<file path="src/rtl/serial_deserializer.sv">
// rtl/serial_deserializer.sv - serial-to-parallel word assembler with one-entry output buffer
module serial_deserializer #(
  parameter int WIDTH = 8,
  parameter int CNT_W = 4
) (
  input  logic             clk,
  input  logic             rst_n,
  input  logic             sin,
  input  logic             sin_valid,
  input  logic             dir,
  input  logic             frame,
  output logic [WIDTH-1:0] dout,
  output logic             dout_valid,
  input  logic             dout_ready,
  output logic [CNT_W-1:0] bit_cnt,
  output logic             overrun,
  input  logic             ovr_clr
);

  localparam logic [CNT_W-1:0] LAST_BIT = CNT_W'(WIDTH - 1);

  logic [WIDTH-1:0] sr;
  logic [WIDTH-1:0] sr_next;
  logic             dir_q;
  logic             word_start;
  logic             word_dir;
  logic             complete;
  logic             accept_word;
  logic             drop_word;

  // Direction is taken live on the first bit of a word (or a frame restart),
  // otherwise from the latched copy so mid-word dir changes are ignored.
  always_comb begin
    word_start  = frame || (bit_cnt == '0);
    word_dir    = word_start ? dir : dir_q;
    sr_next     = word_dir ? {sin, sr[WIDTH-1:1]} : {sr[WIDTH-2:0], sin};
    complete    = sin_valid && !frame && (bit_cnt == LAST_BIT);
    accept_word = complete && (!dout_valid || dout_ready);
    drop_word   = complete && dout_valid && !dout_ready;
  end

  // Shift register, bit counter and per-word direction latch.
  always_ff @(posedge clk or negedge rst_n) begin
    if (!rst_n) begin
      sr      <= '0;
      bit_cnt <= '0;
      dir_q   <= 1'b0;
    end else begin
      if (sin_valid) begin
        sr <= sr_next;
        if (word_start) begin
          dir_q <= dir;
        end
      end
      if (frame) begin
        bit_cnt <= sin_valid ? CNT_W'(1) : '0;
      end else if (sin_valid) begin
        bit_cnt <= complete ? '0 : bit_cnt + 1'b1;
      end
    end
  end

  // One-entry output buffer; a completed word is dropped only when the
  // buffer is full and not being drained on the same edge.
  always_ff @(posedge clk or negedge rst_n) begin
    if (!rst_n) begin
      dout       <= '0;
      dout_valid <= 1'b0;
    end else if (accept_word) begin
      dout       <= sr_next;
      dout_valid <= 1'b1;
    end else if (dout_valid && dout_ready) begin
      dout_valid <= 1'b0;
    end
  end

  // Sticky overrun; a drop on the same edge as a clear keeps it set.
  always_ff @(posedge clk or negedge rst_n) begin
    if (!rst_n) begin
      overrun <= 1'b0;
    end else if (drop_word) begin
      overrun <= 1'b1;
    end else if (ovr_clr) begin
      overrun <= 1'b0;
    end
  end

endmodule

</file>
<file path="config.mk">
export PLATFORM = sky130hd
export DESIGN_NAME = serial_deserializer
export DESIGN_NICKNAME = d
export VERILOG_FILES = /design/src/rtl/serial_deserializer.sv
export SDC_FILE = /design/constraint.sdc
export NUM_CORES = 1
export LEC_CHECK = 0
export BUFFER_PORTS_ARGS = -buffer_cell sky130_fd_sc_hd__buf_4
export CORE_MARGIN = 5
export CORE_UTILIZATION = 40
export CTS_BUF_LIST = sky130_fd_sc_hd__clkbuf_16
export CTS_CLUSTER_SIZE = 20
export DETAILED_ROUTE_END_ITERATION = 8
export GPL_TIMING_DRIVEN = 0
export PLACE_DENSITY = 0.65
export SYNTH_ARGS = -nofsm -noshare
export SYNTH_HDL_FRONTEND = slang
export SYNTH_SLANG_ARGS = --single-unit
</file>
<file path="constraint.sdc">
create_clock -name clk -period 2.8 [get_ports clk]
set_input_delay 0.42 -clock clk [delete_from_list [all_inputs] [get_ports clk]]
set_output_delay 0.42 -clock clk [all_outputs]
set_load 0.01 [all_outputs]
</file>
==> run_results.csv, run 1 <==
group,metric,value,unit
cells_and_area,area_growth_syn_to_layout,23.7,%
logic_synthesis,netlist_top_cells_area,"dfrtp_1 52%, a31oi_1 9.1%, nor2_1 7.2%",
clock_network,cts_hold_buf,0,
logic_synthesis,ys_warn_count,0,
floorplan,rows,19,
logic_synthesis,synth_top_area_frac,0.525,
timing,rsz0062_at_grt,"false",
cells_and_area,fillers,268,
critical_path,crit_required,2970,ps
timing,period_share,0.640,
detailed_routing,post_drt_wl_per_cell,14.2,µm
floorplan,core_area,2690,µm²
global_routing,globalRouteOverflowTotal,0,
detailed_routing,drt-total-wl,2310,µm
detailed_routing,drtIter0Drc,26,
critical_path,r2r-start,"bit_cnt[0]$_DFFE_PN0P_",
critical_path,crit_path_end_kind,"register",
placement,port_buffers,19,
floorplan,io_pins,22,
power,power_density,626,nW/µm²
logic_synthesis,synth_cell_types,24,
timing,fmax,558,MHz
floorplan,start_util,0.408,
clock_network,h-tree-depth,1,
cells_and_area,antennaDiodeCount,0,
clock_network,post_cts_buffers,0,
clock_network,cts_buffer_depth,2,
cells_and_area,finish.utilization,0.505,
timing,finalCriticalPeriod,1790,ps
logic_synthesis,synth_fp_nets,119,
detailed_routing,ant_nets,0,
critical_path,crit_path_max_fanout,8,
timing,slew_headroom,0.631,
global_routing,grtUsageTotal,0.131,
detailed_routing,num_vias,906,
clock_network,numCtsBuffers,3,
cells_and_area,nets,143,
cells_and_area,final_common_cell,"dfrtp_1",
detailed_routing,drtPass1Iterations,4,
placement,place.gp.congestion,0.833,
logic_synthesis,synthCells,109,
detailed_routing,vias_per_cell,5.56,
logic_synthesis,synth_top_area_cell,"dfrtp_1",
logic_synthesis,syn_area_per_cell,10.1,µm²
floorplan,dieArea,3890,µm²
logic_synthesis,ys_seq_area_frac,0.525,
critical_path,reg2reg_slack,1010,ps
cells_and_area,final_layout_size_suffix_gt1_frac,0.220,
cells_and_area,multi_input_area,457,µm²
clock_network,cts_resized,0,
timing,fin_ws,1010,ps
detailed_routing,drc_errors,0,
placement,post-place-ws,1050,ps
logic_synthesis,netlist_area,1100,µm²
timing,fin_setup_tns,0,ps
global_routing,grt_pass1_wl,4170,µm
global_routing,grt_max_degree,24,
clock_network,root_buffer,"clkbuf_16",
timing,skew,4.14,ps
critical_path,ff2ff_path_depth,6,
job,maxCapViolCount,0,
timing,slew_violations,0,
run_status,status,"finished, final reports clean",
global_routing,grt_antenna_before_repair,0,
power,p_leak,0.000629,µW
worst_hold_path,hold_class,"input port to asynchronous set/reset pin",
clock_network,cts_sinks,23,
placement,hpwl,1620,µm
clock_network,clk_pin_slew_worst_paths,60,ps
floorplan,die_h,62.4,µm
timing,tightest_slew,550,ps
clock_network,clkLatencyLatePin,260,ps
floorplan,die_w,62.4,µm
critical_path,rr_endpoint,"sr[0]$_DFFE_PN0P_",
cells_and_area,seq_area,576,µm²
timing,setup_viol,0,
critical_path,critPathLaunchType,"register",
clock_network,cts_tree,"built",
logic_synthesis,yosys_register_bits,23,
critical_path,worstSetupPathType,"register to register",
global_routing,grt_pass1_vias,909,
power,ir_worst_vdd,0.366,mV
critical_path,cp.arrival,1960,ps
timing,hold_violations,0,
cells_and_area,layout_common_cells,"23 x dfrtp_1, 21 x nor2_1, 19 x buf_4",
==> worst max-delay path: stages, from the launching register on <==
cell      delay, ps
dfrtp_1         400
inv_1            90
ha_1            190
nor3b_4         160
o21ai_1         460
nand3b_1        190
a31oi_1         220
==> cells in the mapped netlist <==
cell      instances
or3_1             2
o22ai_1           1
nand4_1           2
buf_6             2
o21a_1            1
nand3b_1          8
buf_2             2
o21ai_1           2
xor2_1            1
o21ai_0           8
inv_1             3
dfrtp_1          23
ha_1              2
clkbuf_1          2
nor3b_4           2
mux2i_1           1
nand2b_1          1
nand2_1           3
a31oi_1          16
clkbuf_8          1
a21boi_0          1
nor2_1           21
a21oi_1           2
and3_1            2
==> worst max path at each step <==
stage / startpoint / to / cells past startpoint
2_1_floorplan: bit_cnt[0]$_DFFE_PN0P_ / sr[0]$_DFFE_PN0P_ / 7
3_3_place_gp: bit_cnt[0]$_DFFE_PN0P_ / dout[5]$_DFFE_PN0P_ / 6
3_5_place_dp: bit_cnt[0]$_DFFE_PN0P_ / sr[7]$_DFFE_PN0P_ / 6
4_1_cts: bit_cnt[0]$_DFFE_PN0P_ / sr[0]$_DFFE_PN0P_ / 6
5_1_grt: bit_cnt[0]$_DFFE_PN0P_ / dout[3]$_DFFE_PN0P_ / 6
6_report: bit_cnt[0]$_DFFE_PN0P_ / sr[0]$_DFFE_PN0P_ / 6
==> metal layers <==
| metal | track usage | part of all wire | routed length (µm) |
|---|---|---|---|
| met5 | 0 | 0 | 0 |
| met4 | 0.0769 | 0.016 | 38 |
| met1 | 0.166 | 0.47 | 1090 |
| met2 | 0.203 | 0.46 | 1070 |
| met3 | 0.0270 | 0.048 | 110 |
==> report_power, final <==
group	leakage, µW	switching, µW	total [µW]	internal, µW
registers	0.000292	28.1	398	370
logic	0.000295	81.9	148	66.4
clock network	0.0000423	112	303	190
total	0.000629	222	849	627
==> through the flow <==
step	instance area (µm²)	hold slack, ps	power, µW	cells
after floorplan	1100	124	497	109
after global placement	1280	330	548	159
after detailed placement	1280	329	551	159
after CTS	1360	55.7	856	163
after global routing	1360	68.5	900	163
final	1360	44.1	849	163
==> kinds of logic after synthesis <==
family / Yosys count / share of synthesized area
buf+inv: 10 / 0.0593
xor+xnor: 1 / 0.00798
mux: 1 / 0.00912
simple gates: 41 / 0.211
compound gates: 31 / 0.165
flops: 23 / 0.525
fa+ha+maj: 2 / 0.0228
==> flip-flops by register name, summed over array words and instances, names as in the netlist <==
name	flops
dir_q	1
sr	8
dout	8
dout_valid	1
bit_cnt	4
overrun	1
==> area by class of cell <==
type	instances	area share
inverters	3	0.00829
clock buffers	3	0.0553
well taps	31	0.0286
repair buffers	19	0.105
multi-input cells	76	0.336
plain buffers	7	0.0396
flip-flops and latches	23	0.424
clock inverters	1	0.00276
No activity file was read; power rests on OpenSTA's default activity.
==> inputs of run 2 (changes only) <==
--- a/config.mk
+++ b/config.mk
@@ -5,6 +5,7 @@
 export SDC_FILE = /design/constraint.sdc
 export NUM_CORES = 1
 export LEC_CHECK = 0
+export ABC_AREA = 1
 export BUFFER_PORTS_ARGS = -buffer_cell sky130_fd_sc_hd__buf_4
 export CORE_MARGIN = 5
 export CORE_UTILIZATION = 40
@@ -12,7 +13,7 @@
 export CTS_CLUSTER_SIZE = 20
 export DETAILED_ROUTE_END_ITERATION = 8
 export GPL_TIMING_DRIVEN = 0
-export PLACE_DENSITY = 0.65
+export PLACE_DENSITY = 0.67
 export SYNTH_ARGS = -nofsm -noshare
 export SYNTH_HDL_FRONTEND = slang
 export SYNTH_SLANG_ARGS = --single-unit
==> constraint.sdc (replaced) <==
create_clock -name clk -period 1.5 [get_ports clk]
set_input_delay 0.225 -clock clk [delete_from_list [all_inputs] [get_ports clk]]
set_output_delay 0.225 -clock clk [all_outputs]
set_load 0.01 [all_outputs]
==> run 2 against run 1 <==
Register-to-register slack lost 950 ps. Synthesized cell count grew 30%. Flip-flop and latch count is the same. Critical path depth grew 2. Critical path type unchanged. Largest power group unchanged. Highest routed layer unchanged.
==> run_results.csv, run 2 <==
group,metric,value,unit
run_status,status,"finished, final reports clean",
cells_and_area,largestRegisters,"dout x8, sr x8, bit_cnt x4",
logic_synthesis,syn_area_per_cell,7.92,µm²
logic_synthesis,yosysMostFrequentCell,"nand2_1",
timing,period_share,0.964,
power,p_leak,0.000807,µW
timing,skew,3.98,ps
critical_path,reg2reg_slack,50,ps
critical_path,crit_required,1650,ps
critical_path,crit_path_end_kind,"register",
critical_path,crit_start,"bit_cnt[0]$_DFFE_PN0P_",
timing,fin_ws,54.3,ps
clock_network,cts_tree,"built",
logic_synthesis,synth_top_area_cell,"dfrtp_1",
critical_path,rr_endpoint,"sr[4]$_DFFE_PN0P_",
job,maxCapViolCount,0,
global_routing,grt_pass1_vias,1026,
global_routing,grt_pass1_wl,4580,µm
floorplan,dieArea,3970,µm²
power,total_power,1650,µW
timing,rsz0062_at_grt,"true",
power,ir_worst_vdd,0.581,mV
timing,setup_viol,0,
timing,hold_violations,0,
logic_synthesis,synth_edf_count,0,
cells_and_area,final_common_cell,"nand2_1",
timing,tightest_slew,441,ps
critical_path,max_stage_delay,420,ps
detailed_routing,ant_nets,0,
worst_hold_path,whs_endpoint,"overrun$_DFFE_PN0P_",
global_routing,grtUsageTotal,0.141,
logic_synthesis,yosys_register_bits,23,
cells_and_area,layout_common_cells,"38 x nand2_1, 34 x nand3_1, 23 x buf_4",
placement,hpwl,1810,µm
logic_synthesis,synthCells,142,
logic_synthesis,ys_warn_count,0,
cells_and_area,nets,182,
worst_hold_path,hold_depth,2,
detailed_routing,num_vias,1038,
floorplan,io_pins,22,
floorplan,die_w,63.0,µm
critical_path,worstSetupPathType,"register to register",
worst_hold_path,hold_class,"input port to register",
floorplan,rows,19,
clock_network,cts_sinks,23,
logic_synthesis,ys.flop_type,"dfrtp_1",
worst_hold_path,hp-start,"ovr_clr",
logic_synthesis,synth_fp_nets,152,
critical_path,cp.arrival,1590,ps
timing,slew_headroom,0.706,
global_routing,grt_antenna_before_repair,0,
detailed_routing,post_drt_wl_per_cell,13.5,µm
logic_synthesis,synth_cell_types,15,
detailed_routing,vias_per_cell,5.14,
critical_path,r2r-start,"bit_cnt[0]$_DFFE_PN0P_",
logic_synthesis,synth_commonest_cells,"42 x nand2_1, 39 x nand3_1, 23 x dfrtp_1, 18 x inv_1, 4 x nor2_1",
detailed_routing,drc_errors,0,
cells_and_area,area_growth_syn_to_layout,32.9,%
floorplan,die_h,63.0,µm
timing,fmax,692,MHz
logic_synthesis,synth_top_area_frac,0.512,
clock_network,cts_buffer_depth,2,
critical_path,cp_slowest_cell,"dfrtp_2",
global_routing,grt_max_degree,24,
critical_path,crit_path_max_fanout,6,
placement,place.gp.congestion,0.913,
placement,port_buffers,21,
critical_path,crit_chain,"inv_1 > ha_1 > nand2_2 > nand2_4 > nand2_4 > nand3_1 > nand3_1 > nand2_1",
clock_network,clk_pin_slew_worst_paths,60,ps
timing,slew_violations,0,
clock_network,h-tree-depth,1,
critical_path,critPathLaunchType,"register",
placement,post-place-ws,-69.2,ps
cells_and_area,fillers,259,
logic_synthesis,netlist_top_cells_area,"dfrtp_1 51%, nand3_1 17%, nand2_1 14%",
logic_synthesis,netlist_area,1120,µm²
floorplan,core_area,2730,µm²
critical_path,ff2ff_path_depth,8,
detailed_routing,drtPass1Iterations,4,
timing,finalCriticalPeriod,1450,ps
global_routing,globalRouteOverflowTotal,0,
detailed_routing,drt-total-wl,2720,µm
logic_synthesis,ys_seq_area_frac,0.512,
timing,whs,160,ps
detailed_routing,drtIter0Drc,65,
power,power_density,1100,nW/µm²
logic_synthesis,async_flop_share,1.00,
clock_network,numCtsBuffers,3,
floorplan,start_util,0.411,
clock_network,clkLatencyLatePin,260,ps
cells_and_area,final_layout_size_suffix_gt1_frac,0.263,
clock_network,root_buffer,"clkbuf_16",
cells_and_area,antennaDiodeCount,0,
-- run 2: cell count changes in the layout (fill, tap and decap cells not counted), moves of 4 or more --
| cell | change |
|---|---|
| nand2_1 | +35 |
| nand3_1 | +34 |
| nor2_1 | -17 |
| a31oi_1 | -16 |
| inv_1 | +14 |
| nand3b_1 | -8 |
| o21ai_0 | -5 |
| buf_4 | +4 |
| nand2_4 | +4 |
| nand3_2 | +4 |
-- run 2: cell families after synthesis --
group | count (synthesis) | share of synthesized area
DFF | 23 | 0.512
buffers and inverters | 22 | 0.0745
adders and majority gates | 2 | 0.0222
and+or+nand+nor | 88 | 0.357
AOI/OAI and AO/OA | 7 | 0.0345
-- run 2: worst max-delay path: cells and delay by family (launching register included) --
| kind | cells | cell delay, ps |
|---|---|---|
| AND/OR/NAND/NOR | 6 | 630 |
| flip-flops | 1 | 420 |
| buffers and inverters | 1 | 60 |
| adder cells (fa/ha/maj) | 1 | 210 |
-- run 2: cell type report --
class                           instances  area (µm²)  area share
Inverter                               21        81.3      0.0544
Tap cell                               31        38.8      0.0259
Buffer                                  1        3.75     0.00251
Sequential cell                        23         577       0.386
Multi-Input combinational cell         98         532       0.356
Clock inverter                          1        5.00     0.00335
Clock buffer                            3        75.1      0.0502
Timing Repair Buffer                   24         183       0.122
-- run 2: power breakdown --
| part | total (µW) | switching, µW | internal (µW) |
|---|---|---|---|
| logic | 345 | 217 | 127 |
| registers | 733 | 43.3 | 689 |
| clock network | 572 | 214 | 358 |
| total | 1650 | 474 | 1180 |
-- run 2: through the flow --
| step | util | cell area [µm²] | TNS, ps | instances |
|---|---|---|---|---|
| finish | 0.547 | 1500 | 0 | 202 |
| CTS | 0.522 | 1430 | 0 | 199 |
| detailed placement | 0.483 | 1320 | -669 | 194 |
| global route | 0.547 | 1500 | -49.7 | 202 |
| floorplan | - | 1120 | 0 | 142 |
| global placement | 0.483 | 1320 | 0 | 194 |
-- run 2: how the worst max path moves through the flow --
stage,endpoint,cells after the start
finish,sr[4]$_DFFE_PN0P_,8
global route,dout[4]$_DFFE_PN0P_,8
detailed placement,dout[6]$_DFFE_PN0P_,8
global placement,dout[5]$_DFFE_PN0P_,8
floorplan,sr[0]$_DFFE_PN0P_,8
CTS,dout[6]$_DFFE_PN0P_,8
-- run 2: per-layer routing --
layer	up-vias	global-route usage	routed length (µm)
met3	5	0.0324	144
met5	-	0	0
met2	28	0.221	1300
met4	0	0.0637	42
met1	487	0.184	1240
li1	518	-	-
-- run 2: what timing repair did --
action | 4_1_cts | 5_1_grt
setup endpoints to repair | 16 | 16
hold buffers | 1 | 0
gates resized for setup | 5 | 11
pin swaps | 0 | 4
endpoints found under the hold margin | 23 | 0
buffers inserted | 0 | 2
cloned | 0 | 1
==> inputs of run 3 (changes only) <==
--- a/config.mk
+++ b/config.mk
@@ -13,7 +13,7 @@
 export CTS_CLUSTER_SIZE = 20
 export DETAILED_ROUTE_END_ITERATION = 8
 export GPL_TIMING_DRIVEN = 0
-export PLACE_DENSITY = 0.67
+export PLACE_DENSITY = 0.65
 export SYNTH_ARGS = -nofsm -noshare
 export SYNTH_HDL_FRONTEND = slang
 export SYNTH_SLANG_ARGS = --single-unit
==> constraint.sdc (replaced) <==
create_clock -name clk -period 1.4 [get_ports clk]
set_input_delay 0.21 -clock clk [delete_from_list [all_inputs] [get_ports clk]]
set_output_delay 0.21 -clock clk [all_outputs]
set_load 0.01 [all_outputs]
==> run 3 against run 2 <==
Final cell count increased by 0.99%. Global-route usage shrank 0.45 points. Wire length up 15%. Hold slack lost 11 ps. Die area did not move. Non-clock buffer count is 2 higher. Critical path depth unchanged. Via count is 5.8% higher. Sequential power up 7.2%. Largest cell class is now multi-input gates.
==> run_results.csv, run 3 (same netlist as run 2, synthesis figures left out) <==
group,metric,value,unit
cells_and_area,layout_common_cells,"36 x nand2_1, 25 x buf_4, 22 x dfrtp_1",
global_routing,grt_antenna_before_repair,0,
critical_path,reg2reg_slack,20,ps
floorplan,rows,19,
critical_path,critPathLaunchType,"register",
clock_network,cts_tree,"built",
power,power_density,1130,nW/µm²
power,ir_worst_vdd,1.11,mV
clock_network,numCtsBuffers,3,
placement,hpwl,1720,µm
critical_path,crit_path_end_kind,"register",
critical_path,cp.arrival,1530,ps
cells_and_area,nets,184,
timing,finalCriticalPeriod,1380,ps
timing,whs,149,ps
placement,dp_cells,194,
timing,skew,3.45,ps
detailed_routing,drc_errors,0,
detailed_routing,ant_nets,0,
timing,slew_headroom,0.671,
detailed_routing,num_vias,1098,
clock_network,h-tree-depth,1,
cells_and_area,fin_cells,204,
placement,place.gp.congestion,0.891,
cells_and_area,seq_area,577,µm²
detailed_routing,drtPass1Iterations,4,
placement,port_buffers,21,
global_routing,grt_max_degree,24,
clock_network,cts_buffer_depth,2,
clock_network,cts_sinks,23,
floorplan,core_area,2730,µm²
cells_and_area,antennaDiodeCount,0,
floorplan,dieArea,3970,µm²
timing,hold_violations,0,
worst_hold_path,hold_depth,2,
cells_and_area,fillers,204,
clock_network,clk_pin_slew_worst_paths,60,ps
timing,fin_ws,23.4,ps
cells_and_area,multi_input_area,729,µm²
critical_path,ff2ff_path_depth,8,
floorplan,start_util,0.411,
job,maxCapViolCount,0,
global_routing,grt_pass1_wl,4460,µm
critical_path,crit_required,1550,ps
critical_path,worstSetupPathType,"register to register",
timing,rsz0062_at_grt,"true",
floorplan,die_h,63.0,µm
cells_and_area,finish.utilization,0.626,
cells_and_area,largestRegisters,"dout x8, sr x8, bit_cnt x4",
timing,period_share,0.983,
floorplan,die_w,63.0,µm
detailed_routing,post_drt_wl_per_cell,15.4,µm
timing,slew_violations,0,
global_routing,globalRouteOverflowTotal,0,
power,p_leak,0.000863,µW
clock_network,root_buffer,"clkbuf_16",
critical_path,crit_path_max_fanout,8,
placement,post-place-ws,-95.9,ps
cells_and_area,area_growth_syn_to_layout,52.1,%
clock_network,clkLatencyLatePin,260,ps
detailed_routing,drt-total-wl,3130,µm
cells_and_area,final_common_cell,"nand2_1",
detailed_routing,drtIter0Drc,78,
cells_and_area,final_layout_size_suffix_gt1_frac,0.405,
floorplan,io_pins,22,
global_routing,grtUsageTotal,0.136,
worst_hold_path,hold_class,"input port to register",
timing,setup_viol,0,
timing,tightest_slew,494,ps
run_status,status,"finished, final reports clean",
timing,fmax,726,MHz
detailed_routing,vias_per_cell,5.38,
global_routing,grt_pass1_vias,1001,
run 3: cell count changes in the layout (fill, tap and decap cells not counted), sizes merged:
cell    change
buf         +2
clkinv      +1
inv         -1
run 3: metrics by stage:
stage | area [µm²] | power, µW | TNS, ps
floorplan | 1120 | 1000 | 0
global placement | 1320 | 1100 | -1180
detailed placement | 1320 | 1110 | -1300
CTS | 1470 | 1760 | 0
global route | 1710 | 2040 | -222
finish | 1710 | 1940 | 0
run 3: timing repair:
item	in CTS	in global routing
setup endpoints to repair	17	17
gates resized for setup	10	42
setup buffers	3	1
hold buffers	1	0
gates cloned	0	1
pin swaps	1	12
hold endpoints to repair	23	0
run 3: cell type report:
cell class | count | area share
Multi-Input combinational cell | 98 | 0.426
Clock buffer | 3 | 0.0439
Clock inverter | 1 | 0.00293
Buffer | 1 | 0.00219
Timing Repair Buffer | 26 | 0.116
Sequential cell | 23 | 0.337
Tap cell | 31 | 0.0227
Inverter | 21 | 0.0490
run 3: power breakdown:
group | internal [µW] | switching, µW
clock network | 384 | 237
registers | 739 | 47.6
logic | 199 | 333
run 3: worst paths after layout:
path | startpoint | end
max in group asynchronous | rst_n | bit_cnt[0]$_DFFE_PN0P_
setup / recovery | bit_cnt[0]$_DFFE_PN0P_ | dout[0]$_DFFE_PN0P_
hold / removal | ovr_clr | overrun$_DFFE_PN0P_
hold reg to reg | sr[5]$_DFFE_PN0P_ | sr[5]$_DFFE_PN0P_
min in group asynchronous | rst_n | bit_cnt[3]$_DFFE_PN0P_
setup reg to reg | bit_cnt[0]$_DFFE_PN0P_ | dout[0]$_DFFE_PN0P_
run 3: worst max-delay path: stages, from the launching register on:
cell	delay, ps
dfrtp_2	400
inv_1	90
ha_4	180
nand2_8	90
nand2_8	90
nand2_8	150
nand3_2	110
nand3_1	110
nand2_1	50
run 3: layer usage:
| metal | global-route usage | part of all wire | up-vias |
|---|---|---|---|
| li1 | - | - | 524 |
| met5 | 0 | 0 | - |
| met3 | 0.0180 | 0.052 | 10 |
| met2 | 0.219 | 0.50 | 53 |
| met1 | 0.179 | 0.43 | 511 |
| met4 | 0.0663 | 0.019 | 0 |
